File: src/rtl/ram_bist_pkg.sv
`default_nettype none
// ============================================================================
// Module      : ram_bist_pkg
// Description : Shared types, phase codes and test-pattern generator for the
//               single-port RAM built-in self-test controller.
// Revision    : 1.0 - initial release
// ============================================================================
package ram_bist_pkg;

    // Controller states
    typedef enum logic [2:0] {
        IDLE  = 3'd0,
        WRITE = 3'd1,
        READ  = 3'd2,
        DRAIN = 3'd3,
        DONE  = 3'd4
    } state_t;

    // Test phase codes, in execution order
    localparam logic [1:0] PH_CHECKER = 2'd0;
    localparam logic [1:0] PH_INV     = 2'd1;
    localparam logic [1:0] PH_ADDR    = 2'd2;

    // Widest data/address width the pattern generator supports; callers
    // truncate the result to their own DATA_W.
    localparam int PAT_W = 32;

    // Pattern written at a given address in a given phase. The checkerboard
    // has bit 0 set so that it reads 0x55.. at any width; the address pattern
    // is zero-extended, and truncation by the caller keeps its low bits.
    function automatic logic [PAT_W-1:0] pattern(input logic [1:0]       phase,
                                                 input logic [PAT_W-1:0] addr);
        logic [PAT_W-1:0] r_pat;
        r_pat = {(PAT_W/2){2'b01}};
        case (phase)
            PH_CHECKER: r_pat = {(PAT_W/2){2'b01}};
            PH_INV:     r_pat = {(PAT_W/2){2'b10}};
            default:    r_pat = addr;
        endcase
        return r_pat;
    endfunction

endpackage
`default_nettype wire

File: src/rtl/ram_bist_ctrl.sv
`default_nettype none
// ============================================================================
// Module      : ram_bist_ctrl
// Description : Drives a single-port synchronous RAM through three
//               write-all / read-all-compare phases (checkerboard, inverse
//               checkerboard, address-in-data) and reports pass/fail with the
//               first failing address, data and phase.
// Revision    : 1.0 - initial release
// ============================================================================
module ram_bist_ctrl
    import ram_bist_pkg::*;
#(
    parameter int ADDR_W = 4,
    parameter int DATA_W = 8
) (
    input  logic              clk,
    input  logic              rst,
    input  logic              start,
    output logic              busy,
    output logic              done,
    output logic              pass,
    output logic [ADDR_W-1:0] fail_addr,
    output logic [DATA_W-1:0] fail_data,
    output logic [1:0]        fail_phase,
    output logic              mem_we,
    output logic [ADDR_W-1:0] mem_addr,
    output logic [DATA_W-1:0] mem_wdata,
    input  logic [DATA_W-1:0] mem_rdata
);

    localparam logic [ADDR_W-1:0] c_last_addr = '1;

    state_t              r_state;
    state_t              w_next;
    logic [1:0]          r_phase;
    logic [ADDR_W-1:0]   r_addr;
    logic                r_cmp_en;
    logic [ADDR_W-1:0]   r_exp_addr;
    logic [DATA_W-1:0]   r_exp_data;
    logic                r_pass;
    logic [ADDR_W-1:0]   r_fail_addr;
    logic [DATA_W-1:0]   r_fail_data;
    logic [1:0]          r_fail_phase;
    logic [DATA_W-1:0]   w_pat;
    logic                w_mis;

    assign w_pat = DATA_W'(pattern(r_phase, PAT_W'(r_addr)));

    // The read issued last cycle returns now; compare only when one was issued
    assign w_mis = r_cmp_en && ((r_state == READ) || (r_state == DRAIN))
                   && (mem_rdata != r_exp_data);

    assign pass       = r_pass;
    assign fail_addr  = r_fail_addr;
    assign fail_data  = r_fail_data;
    assign fail_phase = r_fail_phase;

    // State register
    always_ff @(posedge clk) begin
        if (rst) begin
            r_state <= IDLE;
        end else begin
            r_state <= w_next;
        end
    end

    // Next-state and RAM port / status outputs
    always_comb begin
        w_next    = r_state;
        mem_we    = 1'b0;
        mem_addr  = '0;
        mem_wdata = '0;
        busy      = 1'b0;
        done      = 1'b0;
        case (r_state)
            IDLE: begin
                if (start) w_next = WRITE;
            end
            WRITE: begin
                busy      = 1'b1;
                mem_we    = 1'b1;
                mem_addr  = r_addr;
                mem_wdata = w_pat;
                if (r_addr == c_last_addr) w_next = READ;
            end
            READ: begin
                busy     = 1'b1;
                mem_addr = r_addr;
                if (w_mis)                      w_next = DONE;
                else if (r_addr == c_last_addr) w_next = DRAIN;
            end
            DRAIN: begin
                busy = 1'b1;
                if (w_mis || (r_phase == PH_ADDR)) w_next = DONE;
                else                               w_next = WRITE;
            end
            DONE: begin
                done   = 1'b1;
                w_next = IDLE;
            end
            default: w_next = IDLE;
        endcase
    end

    // Address/phase counters, delayed-compare pipeline and result capture
    always_ff @(posedge clk) begin
        if (rst) begin
            r_phase      <= PH_CHECKER;
            r_addr       <= '0;
            r_cmp_en     <= 1'b0;
            r_exp_addr   <= '0;
            r_exp_data   <= '0;
            r_pass       <= 1'b0;
            r_fail_addr  <= '0;
            r_fail_data  <= '0;
            r_fail_phase <= 2'd0;
        end else begin
            case (r_state)
                IDLE: begin
                    r_cmp_en <= 1'b0;
                    if (start) begin
                        r_phase      <= PH_CHECKER;
                        r_addr       <= '0;
                        r_pass       <= 1'b0;
                        r_fail_addr  <= '0;
                        r_fail_data  <= '0;
                        r_fail_phase <= 2'd0;
                    end
                end
                WRITE: begin
                    // Wraps to zero after the last address, ready for READ
                    r_addr   <= r_addr + ADDR_W'(1);
                    r_cmp_en <= 1'b0;
                end
                READ: begin
                    r_addr     <= r_addr + ADDR_W'(1);
                    r_exp_addr <= r_addr;
                    r_exp_data <= w_pat;
                    r_cmp_en   <= 1'b1;
                    if (w_mis) begin
                        r_fail_addr  <= r_exp_addr;
                        r_fail_data  <= mem_rdata;
                        r_fail_phase <= r_phase;
                        r_pass       <= 1'b0;
                    end
                end
                DRAIN: begin
                    r_cmp_en <= 1'b0;
                    r_addr   <= '0;
                    if (w_mis) begin
                        r_fail_addr  <= r_exp_addr;
                        r_fail_data  <= mem_rdata;
                        r_fail_phase <= r_phase;
                        r_pass       <= 1'b0;
                    end else if (r_phase == PH_ADDR) begin
                        r_pass <= 1'b1;
                    end else begin
                        r_phase <= r_phase + 2'd1;
                    end
                end
                default: begin
                    r_cmp_en <= 1'b0;
                end
            endcase
        end
    end

endmodule
`default_nettype wire

File: config.mk
export PLATFORM = sky130hd
export DESIGN_NAME = ram_bist_ctrl
export DESIGN_NICKNAME = d
export VERILOG_FILES = /design/src/rtl/ram_bist_pkg.sv /design/src/rtl/ram_bist_ctrl.sv
export SDC_FILE = /design/constraint.sdc
export NUM_CORES = 1
export LEC_CHECK = 0
export ABC_AREA = 1
export CORE_UTILIZATION = 45
export DETAILED_ROUTE_END_ITERATION = 16
export PLACE_DENSITY = 0.73
export SYNTH_ARGS = -nofsm -noshare
export SYNTH_HDL_FRONTEND = slang
export SYNTH_SLANG_ARGS = --single-unit
File: constraint.sdc
create_clock -name clk -period 2.6 [get_ports clk]
set_input_delay 0.65 -clock clk [delete_from_list [all_inputs] [get_ports clk]]
set_output_delay 0.65 -clock clk [all_outputs]
set_load 0.005 [all_outputs]
# --- Word level (Yosys, flattened, before mapping) ---
# Cells that the tools add are included.
classes:
  muxes: 31
  n_eq_ne: 16
  n_addsub: 2
  reduce_logical: 18
op_table:
  columns: ["operator", "n"]
  rows:
  - ["one-hot mux 8 bit (2 select lines)", 2]
  - ["2-to-1 mux 8 bit", 3]
  - ["2-to-1 mux 3 bit", 5]
  - ["2-to-1 mux 4 bit", 3]
  - ["one-hot mux 3 bit (4 select lines)", 1]
  - ["one-hot mux 4 bit (3 select lines)", 1]
  - ["!= test 2 bit, second input constant", 5]
  - ["2-to-1 mux 1 bit", 8]
  - ["2-to-1 mux 2 bit", 4]
  - ["!= test 8 bit", 1]
  - ["one-hot mux 2 bit (2 select lines)", 2]
  - ["one-hot mux 4 bit (2 select lines)", 1]
  - ["AND reduction 4 bit", 2]
  - ["equality test 3 x 2 -> 1 bit, second input constant", 2]
  - ["!= test 3 x 2 -> 1 bit, second input constant", 2]
  - ["AND reduction 3 bit", 2]
  - ["nonzero test 3 bit", 2]
  - ["adder 4 x 1 -> 4 bit, second input constant", 1]
  - ["equality test 4 bit, second input constant", 1]
  - ["nonzero test 2 bit", 2]
  - ["OR reduction 2 bit", 2]
  - ["equality test 3 x 1 -> 1 bit, second input constant", 1]
  - ["equality test 3 bit, second input constant", 1]
  - ["logical NOT 3 bit", 1]
  - ["10 further kinds", 12]
word_totals:
  register_bits: 37

# --- Longest topological paths before layout ---
depth:
  depth_word: 7
  mapped_depth: 13
  depth_no_buf: 13

# --- Least setup slack after synthesis ---
# No wires, ideal clock.
synth_timing:
  path_type: "register to output"
  startpoint: "register r_state[2]"
  endpoint: "output port mem_addr[0]"
  path_stages_with_launch: 6
  path_buffers: 0
  path_slack_ns: 0.790
  required_ns: 1.950
  arrival_time_ns: 1.160
  path_cell_list: "dfxtp_1 > nor3_1 > inv_2 > nand2_1 > inv_1 > nor2_1"
synth_via:
  elab_chain_cells: 3
  elab_cells_between_ends: 4
synth_rtl:
  columns: ["element", "line", "source"]
  rows:
  - ["start, declared", "ram_bist_ctrl.sv:33", "state_t r_state;"]
  - ["start signal, assigned", "ram_bist_ctrl.sv:63", "r_state <= w_next;"]
  - ["equality test 3 x 2 -> 1 bit or equality test 3 x 1 -> 1 bit (tied branches)", "ram_bist_ctrl.sv:75", "case (r_state)"]
  - ["OR reduction 2 bit (no source line) *", null, null]
  - ["2-to-1 mux 4 bit *", "ram_bist_ctrl.sv:75", null]
  - ["end, declared", "ram_bist_ctrl.sv:26", "output logic [ADDR_W-1:0] mem_addr,"]
# Mark *: on every way between the ends. The rest lies on a longest branch, timed or not.

# --- Worst setup path after layout ---
layout_timing:
  startpoint: "register r_phase[1]"
  endpoint: "output port mem_wdata[0]"
layout_via:
  elab_chain_cells: 3
  elab_cells_between_ends: 4
layout_rtl:
  columns: ["element", "line", "source"]
  rows:
  - ["start, declared", "ram_bist_ctrl.sv:35", "logic [1:0] r_phase;"]
  - ["start signal, assigned", "ram_bist_ctrl.sv:158", "r_phase <= r_phase + 2'd1;"]
  - ["equality test 2 x 1 -> 1 bit or logical NOT 2 bit (tied branches)", "ram_bist_pkg.sv:35", "case (phase)"]
  - ["one-hot mux 8 bit (2 select lines) *", "ram_bist_pkg.sv:35", null]
  - ["2-to-1 mux 8 bit *", "ram_bist_ctrl.sv:75", null]
  - ["end, declared", "ram_bist_ctrl.sv:27", "output logic [DATA_W-1:0] mem_wdata,"]
# Marked as above.

==> impl_results.md <==
* Ant. Diodes at 0
* Leading post-synthesis cells by cell area: dfxtp_1 (39%), nand2_1 (9.7%), a21oi_1 (8.2%)
* CTS Hold Bufs at 0
* Initial Util at 0.4785
* Total wire length at 3985 um
* Commonest non-fill, non-tap cells in the layout: nand2_1 (45), clkdlybuf4s50_1 (37), dfxtp_1 (33), inv_1 (32), a21oi_1 (29)
* Post-synthesis register bit count at 35
* Die width at 64.86 um
* Post-synthesis compound-gate area fraction at 0.1682
* CP required at 1950 ps
* Grt ovf at 0
* Worst setup EP type: primary output
* CTS max path bufs at 2
* First drt pass iteration count at 4
* XOR/XNOR Fraction of Synth Area at 0.004926
* Largest family of logic cells by synthesized area: simple AND/OR/NAND/NOR gates
* Max cap viols at 0
* Htree depth at 2
* R2r setup slk at 1030 ps
* Final ANT Viol Nets at 0
* Most common cell after layout, fill and taps aside: nand2_1
* Clock Skew at 2.629 ps
* CP max stage delay at 520 ps
* Post-synth cell types at 26
* Min-Delay Endpoint: pass
* Post-synth top area share at 0.3941
* Detailed placement HPWL at 2873 um
* Final period util at 0.9587
* Final hold slack at 444.6 ps
* Simple-gate share of the synthesized area at 0.2906
* Placement Setup Slack at 218.9 ps
* Vias in the first global route at 1594
* Multiplexer share of the synthesized area at 0
* Clk root buf: clkbuf_8
* Core footprint at 3716 um2
* Clk slew on worst S/H paths at 70 ps
* Post-synth top area cell: dfxtp_1
* Placer Congestion at 0.8480
* Buf/Inv on CP at 1
* Via count at 1650
* CP top delay family: flip-flops
* Min-Delay Path Class: reg -> reg
* Worst hold start: pass
* RR Endpoint: r_phase[1]
* Worst Slack Setup Final at 107.4 ps
* Number of synthesis warnings at 0
* Post-Syn Nets at 256
* Total track usage at 0.2102
* Static leakage at 0.9067 nW
* Max-slew headroom at 0.6595
* PnR Total Power at 1.272 mW
* CP cell instances: nor2_1, o21bai_1, nor2_1, clkdlybuf4s50_1
* Post-Syn Area at 1778 um2
* Placed cells at 322
* Die height at 64.86 um
* Adder-Cell Fraction of Synth Area at 0.02815
* Largest net degree at the start of global routing at 23
* Final min period at 2493 ps
* CTS tree: yes
* Fin nets at 296
* Cells after Synth at 241
* Clock Sink Count at 35
* Fin cells at 330
* Setup TNS at 0 ps
* R2r worst-path depth at 6
* Global-route wire length before repair at 6734 um
* Startpoint types: register
* Crit path max fanout at 8
* Die ar. at 4206 um2
* FMAX at 401.2 MHz
* Syn avg cell area at 7.377 um2
* Top Ports at 41
* R2R Path Start: r_state[0]
* Pwr dens at 543.9 nW/um2
* Area grow syn2layout at 31.53%
* Status: finished, final reports clean
* Initial antenna violation count at 0
* Residual DRC count at 0
* Seq/Total Area, Yosys at 0.3941
* Final hold violations at 0
* Pins Over Slew Limit at 0
* Worst hold path cell count at 2
* WP data arrival at 1840 ps
* # setup viols final at 0
* Via-per-instance ratio at 5.000
* Iteration-0 DRC Markers at 69
* Drt wl/cell at 12.08 um
* Crit path kind: reg -> out
* Ratio of cells with drive above 1 in the final layout at 0.1454
* Peak VDD IR at 0.3312 mV
* Critical path's slowest cell: dfxtp_1
* Clock buffer count from CTS at 5
* Rows at 22
* Clk_lat worst skew at 290 ps
* Most used cell, CP: nor2_1
* Worst Max-Slew Pin Slew at 506.8 ps
* Buffers on Ports at 40
-- cell type report --
class / instances / area [um2]
Clock buffer: 6 / 82.58
Clock inverter: 2 / 35.03
Fill cell: 335 / 1378
Inverter: 35 / 133.9
Multi-Input combinational cell: 161 / 890.9
Sequential cell: 35 / 705.7
Tap cell: 48 / 60.06
Timing Repair Buffer: 43 / 430.4
-- cell usage after synthesis --
cell type / n
a21oi_1: 29
o21bai_1: 2
buf_12: 1
nor3b_1: 1
inv_1: 32
o21ai_0: 13
nand2_4: 3
xnor2_1: 1
nor3_1: 5
nand4_1: 2
nand3_2: 10
nor2_1: 22
nand2_1: 46
nor2_4: 2
buf_4: 3
inv_2: 2
buf_2: 2
ha_1: 4
clkbuf_1: 3
inv_4: 1
o21ai_1: 1
clkbuf_2: 1
a21oi_2: 7
a211oi_1: 1
dfxtp_1: 35
nand3_1: 12
-- metal layers --
metal	share of wire	track usage
met5	0	0
met2	0.47	0.3529
met3	0.046	0.03697
met1	0.46	0.2505
met4	0.023	0.1167
-- worst register-to-register path, stage by stage (launching register included) --
cell     delay (ps)
dfxtp_1         370
inv_1            90
nor3_1          440
nand2_1         180
nand3_1         190
nand2_1         100
a21oi_1         130
-- state kept, by name, indices dropped and copies added, names as in the netlist --
register    flops
r_exp_addr      4
fail_phase      2
fail_data       8
r_cmp_en        1
r_state         3
r_addr          4
r_exp_data      6
fail_addr       4
pass            1
r_phase         2
-- logic make-up after synthesis --
logic type | count (synthesis)
and+or+nand+nor | 103
DFF | 35
buffers and inverters | 45
adders and majority gates | 4
AOI/OAI and AO/OA | 53
xor gates and xnor gates | 1
-- power by group --
part | switching [mW] | internal, mW | total [mW] | leakage (nW)
combinational | 0.126 | 0.0867 | 0.213 | 0.561
sequential | 0.00880 | 0.544 | 0.553 | 0.284
clock | 0.196 | 0.310 | 0.506 | 0.0612
total | 0.331 | 0.941 | 1.27 | 0.907
-- stage by stage --
| stage | cell area, um2 | util |
|---|---|---|
| after floorplan | 1778 | - |
| after global placement | 2192 | 0.5899 |
| after detailed placement | 2192 | 0.5899 |
| after CTS | 2315 | 0.6229 |
| after global routing | 2338 | 0.6293 |
| final | 2338 | 0.6293 |
-- worst max-delay path by stage --
stage / endpoint / cells past startpoint / startpoint
5_1_grt: mem_addr[3] / 9 / r_state[1]
3_5_place_dp: fail_phase[0] / 13 / mem_rdata[1]
6_report: mem_wdata[0] / 4 / r_phase[1]
3_3_place_gp: fail_phase[0] / 13 / mem_rdata[1]
4_1_cts: mem_addr[0] / 9 / r_state[1]
2_1_floorplan: mem_addr[0] / 5 / r_state[2]
-- repair_timing --
item,4_1_cts,5_1_grt
setup endpoints to repair,4,4
setup buffers,0,0
hold endpoints to repair,0,0
resized for setup,1,9
(Power assumes the default switching activity.)
==> RTL change 1 (config.mk and constraints unchanged) <==
The parameter `DATA_W` goes from 8 to 9.
--- a/src/rtl/ram_bist_ctrl.sv
+++ b/src/rtl/ram_bist_ctrl.sv
@@ -11,7 +11,7 @@
     import ram_bist_pkg::*;
 #(
     parameter int ADDR_W = 4,
-    parameter int DATA_W = 8
+    parameter int DATA_W = 9
 ) (
     input  logic              clk,
     input  logic              rst,
Ports: changed (resized fail_data, mem_rdata and mem_wdata); port bits go from 41 to 44. The function was not compared with the original's and may differ.
==> RTL change 1 against the unedited design <==
Sequential share of layout area increased by 1.0 points. Setup slack improved by 7.1 ps. Largest power group unchanged. Via count increased by 2.5%. Sequential cell count increased by 1. Total power increased by 0.98%. Synthesized area decreased by 3.4%. Cell area decreased by 0.80%. Register-to-register slack improved by 40 ps. Routed wire length decreased by 3.3%.
==> RTL change 1: results (changes against the unedited design) <==
Status -> finished clean
Netlist cell types -> 25 (-3.8%)
First-pass GRT wire length -> 6.51 mm (-3.3%)
Ys async rst share -> 0 (unchanged)
Number of fill cells in the layout -> 349 (+4.2%)
PortBufs -> 43 (+7.5%)
Synth top cells by count -> nand2_1, a21oi_1, dfxtp_1
Placed cell area -> 0.00219 mm² (-0.11%)
Post-DP HPWL -> 2.75 mm (-4.2%)
Slowest CP cell -> clkdlybuf4s50_1
Peak VDD IR -> 0.549 mV (+66%)
Seq/Total Area, Yosys -> 0.420 (+0.0254)
Net count after synthesis -> 257 (+0.39%)
Root buf cell -> clkbuf_8
H-Tree Depth -> 2 (unchanged)
Cts repair resizes -> 3 (+2)
Final GP Congestion -> 0.782 (-7.8%)
Num CTS Buffers -> 5 (unchanged)
Vias in the first global route -> 1487 (-6.7%)
Largest net degree at the start of global routing -> 23 (unchanged)
Total Nets Final -> 302 (+2.0%)
P_int -> 0.000943 W (+0.26%)
DRT Pass-1 Iters -> 6 (+2)
R2R depth -> 7 (+1)
CP Max Fanout -> 5 (-3)
Via/cell ratio -> 5.05 (+1.0%)
Setup Skew -> 3.35 ps (+0.723 ps)
Antenna violations before repair -> 0 (unchanged)
Post-CTS Setup Bufs -> 0 (unchanged)
Post-Route WL -> 3.86 mm (-3.3%)
Ys Warns -> 0 (unchanged)
Leakage -> 0.876 nW (-3.4%)
Layout cells sized above 1 -> 0.0976 (-0.0478)
Max FFs per register -> 9 (+1)
Tot GR Track Use -> 0.210 (about the same)
CTS max path bufs -> 2 (unchanged)
Largest cells by area after synthesis -> dfxtp_1, a21oi_1, nand2_1, nand3_1, inv_1
CP max stage delay -> 510 ps
Drt initial violations -> 51 (-26%)
Hold depth -> 2 (unchanged)
Slew margin rel. -> 0.644 (-0.0157)
Delay-heaviest family, CP -> buffers and inverters
## RTL change 1: worst reg2reg max path, cell delays in order (launching register included)
cell,delay (ps)
dfxtp_1,360
inv_1,90
nor3_1,460
nand2_1,180
nand3_1,170
nand2_1,70
nand2_1,50
nor2_1,50
## RTL change 1: path summary, 6_finish.rpt
check / startpoint / to / slack (ps)
max: r_state[1]$_SDFFE_PP0P_ / mem_addr[0] / 110
min: pass$_SDFFE_PP0P_ / pass$_SDFFE_PP0P_ / 450
max reg2reg: r_state[0]$_SDFFE_PP0P_ / r_phase[0]$_SDFFE_PP0P_ / 1070
min reg2reg: pass$_SDFFE_PP0P_ / pass$_SDFFE_PP0P_ / 450
## RTL change 1: per-stage QoR
stage | power (W) | util | worst slack, ps | instances
after floorplan | 0.000709 | - | 740 | 241
after global placement | 0.000798 | 0.598 | 211 | 327
after detailed placement | 0.000799 | 0.598 | 227 | 327
after CTS | 0.00130 | 0.631 | 3.73 | 335
after global routing | 0.00135 | 0.634 | 9.70 | 335
final | 0.00128 | 0.634 | 114 | 335
## RTL change 1: cells by family (layout without fill, tap and decap cells)
kind of cell | Yosys count | count (layout) | synth area share
AO/OA/AOI/OAI | 54 | 54 | 0.160
XOR/XNOR | 3 | 3 | 0.0153
adder cells (fa/ha/maj) | 4 | 4 | 0.0291
buffers and inverters | 43 | 89 | 0.108
flip-flops | 36 | 36 | 0.420
AND/OR/NAND/NOR | 101 | 101 | 0.268
## RTL change 1: layout make-up
type                    instances  share of cell area
clock inverters                 3              0.0183
inverters                      32              0.0523
clock buffers                   5              0.0297
flip-flops and latches         36               0.312
well taps                      48              0.0259
multi-input cells             162               0.357
repair buffers                 49               0.205
## RTL change 1: layer usage
metal,GRT usage,routed length [µm]
met5,0,0
met1,0.263,1890
met3,0.0607,151
met2,0.336,1750
met4,0.0852,63
## RTL change 1: power groups by stage
stage               clock network [W]  logic, W  registers [W]
detailed placement                  0  0.000217       0.000581
global placement                    0  0.000217       0.000581
floorplan                           0  0.000130       0.000579
finish                       0.000493  0.000223       0.000569
CTS                          0.000505  0.000221       0.000569
global route                 0.000529  0.000249       0.000570
==> RTL change 2 (same flow settings) <==
Without the edit above. Reset style: asynchronous (`rst`), changed in 2 clocked blocks.
--- a/src/rtl/ram_bist_ctrl.sv
+++ b/src/rtl/ram_bist_ctrl.sv
@@ -56,7 +56,7 @@
     assign fail_phase = r_fail_phase;
 
     // State register
-    always_ff @(posedge clk) begin
+    always_ff @(posedge clk or posedge rst) begin
         if (rst) begin
             r_state <= IDLE;
         end else begin
@@ -103,7 +103,7 @@
     end
 
     // Address/phase counters, delayed-compare pipeline and result capture
-    always_ff @(posedge clk) begin
+    always_ff @(posedge clk or posedge rst) begin
         if (rst) begin
             r_phase      <= PH_CHECKER;
             r_addr       <= '0;
Formal check against the unedited RTL: differs if rst is asserted again (counterexample within 4 cycles, from zero or initial values and one cycle with rst high); with rst held inactive, the same outputs for 10 cycles.
==> RTL change 2 against the unedited design <==
Routed wire length down 2.7%. Synthesized area is 6.4% higher. Cell area increased by 4.4%. Maximum frequency decreased by 1.3%. Setup slack lost 34 ps. Cell count shrank 0.30%. Sequential share of layout area grew 5.8 points. Sequential cell count unchanged. Synthesized cell count fell by 2.9%. Highest routed layer unchanged. Non-clock buffer count up 2. Die area up 6.2%.
Power is not compared: it rests on default switching activity, and its combinational part moved more than twofold at a synthesized area within 25%.
==> RTL change 2: results (changes against the unedited design) <==
Status -> finished clean
Multiplexer share of the synthesized area -> 0 (unchanged)
Post-CTS Setup Bufs -> 0 (unchanged)
Seq/Total Area, Yosys -> 0.463 (+0.0689)
Total Nets Final -> 294 (-0.68%)
Dominant synthesized flop cell -> dfrtp_1
Hold Path End -> fail_phase[0]$_DFFE_PP0P_
Slew margin rel. -> 0.644 (-0.0150)
DRT Pass-1 Iters -> 4 (unchanged)
PortBufs -> 40 (unchanged)
Hold depth -> 2 (unchanged)
Sw power -> 0.00114 W
HP Start -> fail_phase[0]$_DFFE_PP0P_
Tot GR Track Use -> 0.196 (-0.0146)
Via/cell ratio -> 4.72 (-5.5%)
CP max stage delay -> 500 ps (-20 ps)
Synth top cells by count -> nand2_1, dfrtp_1, inv_1
Placed cell area -> 0.00231 mm² (+5.5%)
Power share of the clock group -> 0.145
Num CTS Buffers -> 5 (unchanged)
P_seq -> 0.000864 W
Netlist cell types -> 24 (-7.7%)
Post-DP HPWL -> 2.75 mm (-4.5%)
N_diodes -> 0 (unchanged)
Clock Pin Slew Worst Setup and Hold Paths -> 70 ps (about the same)
Layout cells sized above 1 -> 0.179 (+0.0338)
Cts repair resizes -> 2 (+1)
R2R depth -> 8 (+2)
CP Max Fanout -> 19 (+11)
Vias in the first global route -> 1446 (-9.3%)
Post-Synth XOR/XNOR Area -> 0.0139 (+0.00896)
CP Data Arrival Time -> 1880 ps (+40 ps)
Slowest CP cell -> clkdlybuf4s50_1
Net count after synthesis -> 249 (-2.7%)
CTS max path bufs -> 2 (unchanged)
Peak VDD IR -> 0.738 mV
Setup Skew -> 4.87 ps (+2.24 ps)
Largest cells by area after synthesis -> dfrtp_1, nand2_1, o21ai_2, inv_1, o21ai_0
Number of fill cells in the layout -> 377 (+13%)
First-pass GRT wire length -> 6.35 mm (-5.6%)
Reg2Reg Setup Slack -> 890 ps (-140 ps)
Worst flop-to-flop path endpoint -> fail_data[6]$_DFFE_PP0P_
Post-Route WL -> 3.88 mm (-2.7%)
Ys async rst share -> 1.00 (+1.00)
Synth Area in Compound Gates -> 0.128 (-0.0405)
Final GP Congestion -> 0.851 (+0.34%)
Drt initial violations -> 84 (+22%)
Largest net degree at the start of global routing -> 36 (+57%)
H-Tree Depth -> 2 (unchanged)
Worst flop-to-flop path startpoint -> r_state[1]$_DFFE_PP0P_
Leakage -> 1.18 nW
Root buf cell -> clkbuf_8
Adder-Cell Fraction of Synth Area -> 0.0265 (-0.00169)
Post-synth EDFFs -> 0 (unchanged)
Final setup viols -> 0 (unchanged)
RTL change 2: per-stage QoR:
stage | util | hold slack, ps | total power, W | cells | worst slack [ps]
after floorplan | - | 453 | 0.00184 | 234 | 789
after global placement | 0.574 | 467 | 0.00224 | 320 | 307
after detailed placement | 0.574 | 470 | 0.00227 | 320 | 299
after CTS | 0.597 | 487 | 0.00269 | 327 | 5.15
after global routing | 0.606 | 511 | 0.00293 | 329 | -9.03
final | 0.606 | 483 | 0.00270 | 329 | 73.8
RTL change 2: cell families after synthesis:
group	Yosys count
and+or+nand+nor	116
adders and majority gates	4
AOI/OAI and AO/OA	37
xor gates and xnor gates	3
DFF	35
buffers and inverters	39
RTL change 2: cell type report:
type	instances	area, µm²	share of cell area
clock inverters	1	5.00	0.00205
clock buffers	6	82.6	0.0338
repair buffers	45	445	0.182
well taps	50	62.6	0.0256
inverters	32	125	0.0513
flip-flops and latches	35	877	0.359
multi-input cells	160	843	0.345
RTL change 2: metal layers:
layer,GRT usage,vias up,wire [µm]
li1,-,811,-
met1,0.246,704,1820
met2,0.317,37,1840
met3,0.0497,2,185
met4,0.0798,0,27
met5,0,-,0
RTL change 2: worst max path at each step:
stage                            from     endpoint
6_report       r_state[1]$_DFFE_PP0P_  mem_addr[2]
5_1_grt        r_state[1]$_DFFE_PP0P_  mem_addr[2]
4_1_cts        r_state[2]$_DFFE_PP0P_  mem_addr[3]
3_5_place_dp   r_state[0]$_DFFE_PP0P_  mem_addr[0]
3_3_place_gp   r_state[2]$_DFFE_PP0P_  mem_addr[3]
2_1_floorplan  r_state[2]$_DFFE_PP0P_  mem_addr[0]
RTL change 2: critical path, delay by kind of cell, from the launching register on:
family	cells	cell delay, ps
AND/OR/NAND/NOR	4	380
buffers and inverters	5	800
flip-flops	1	400
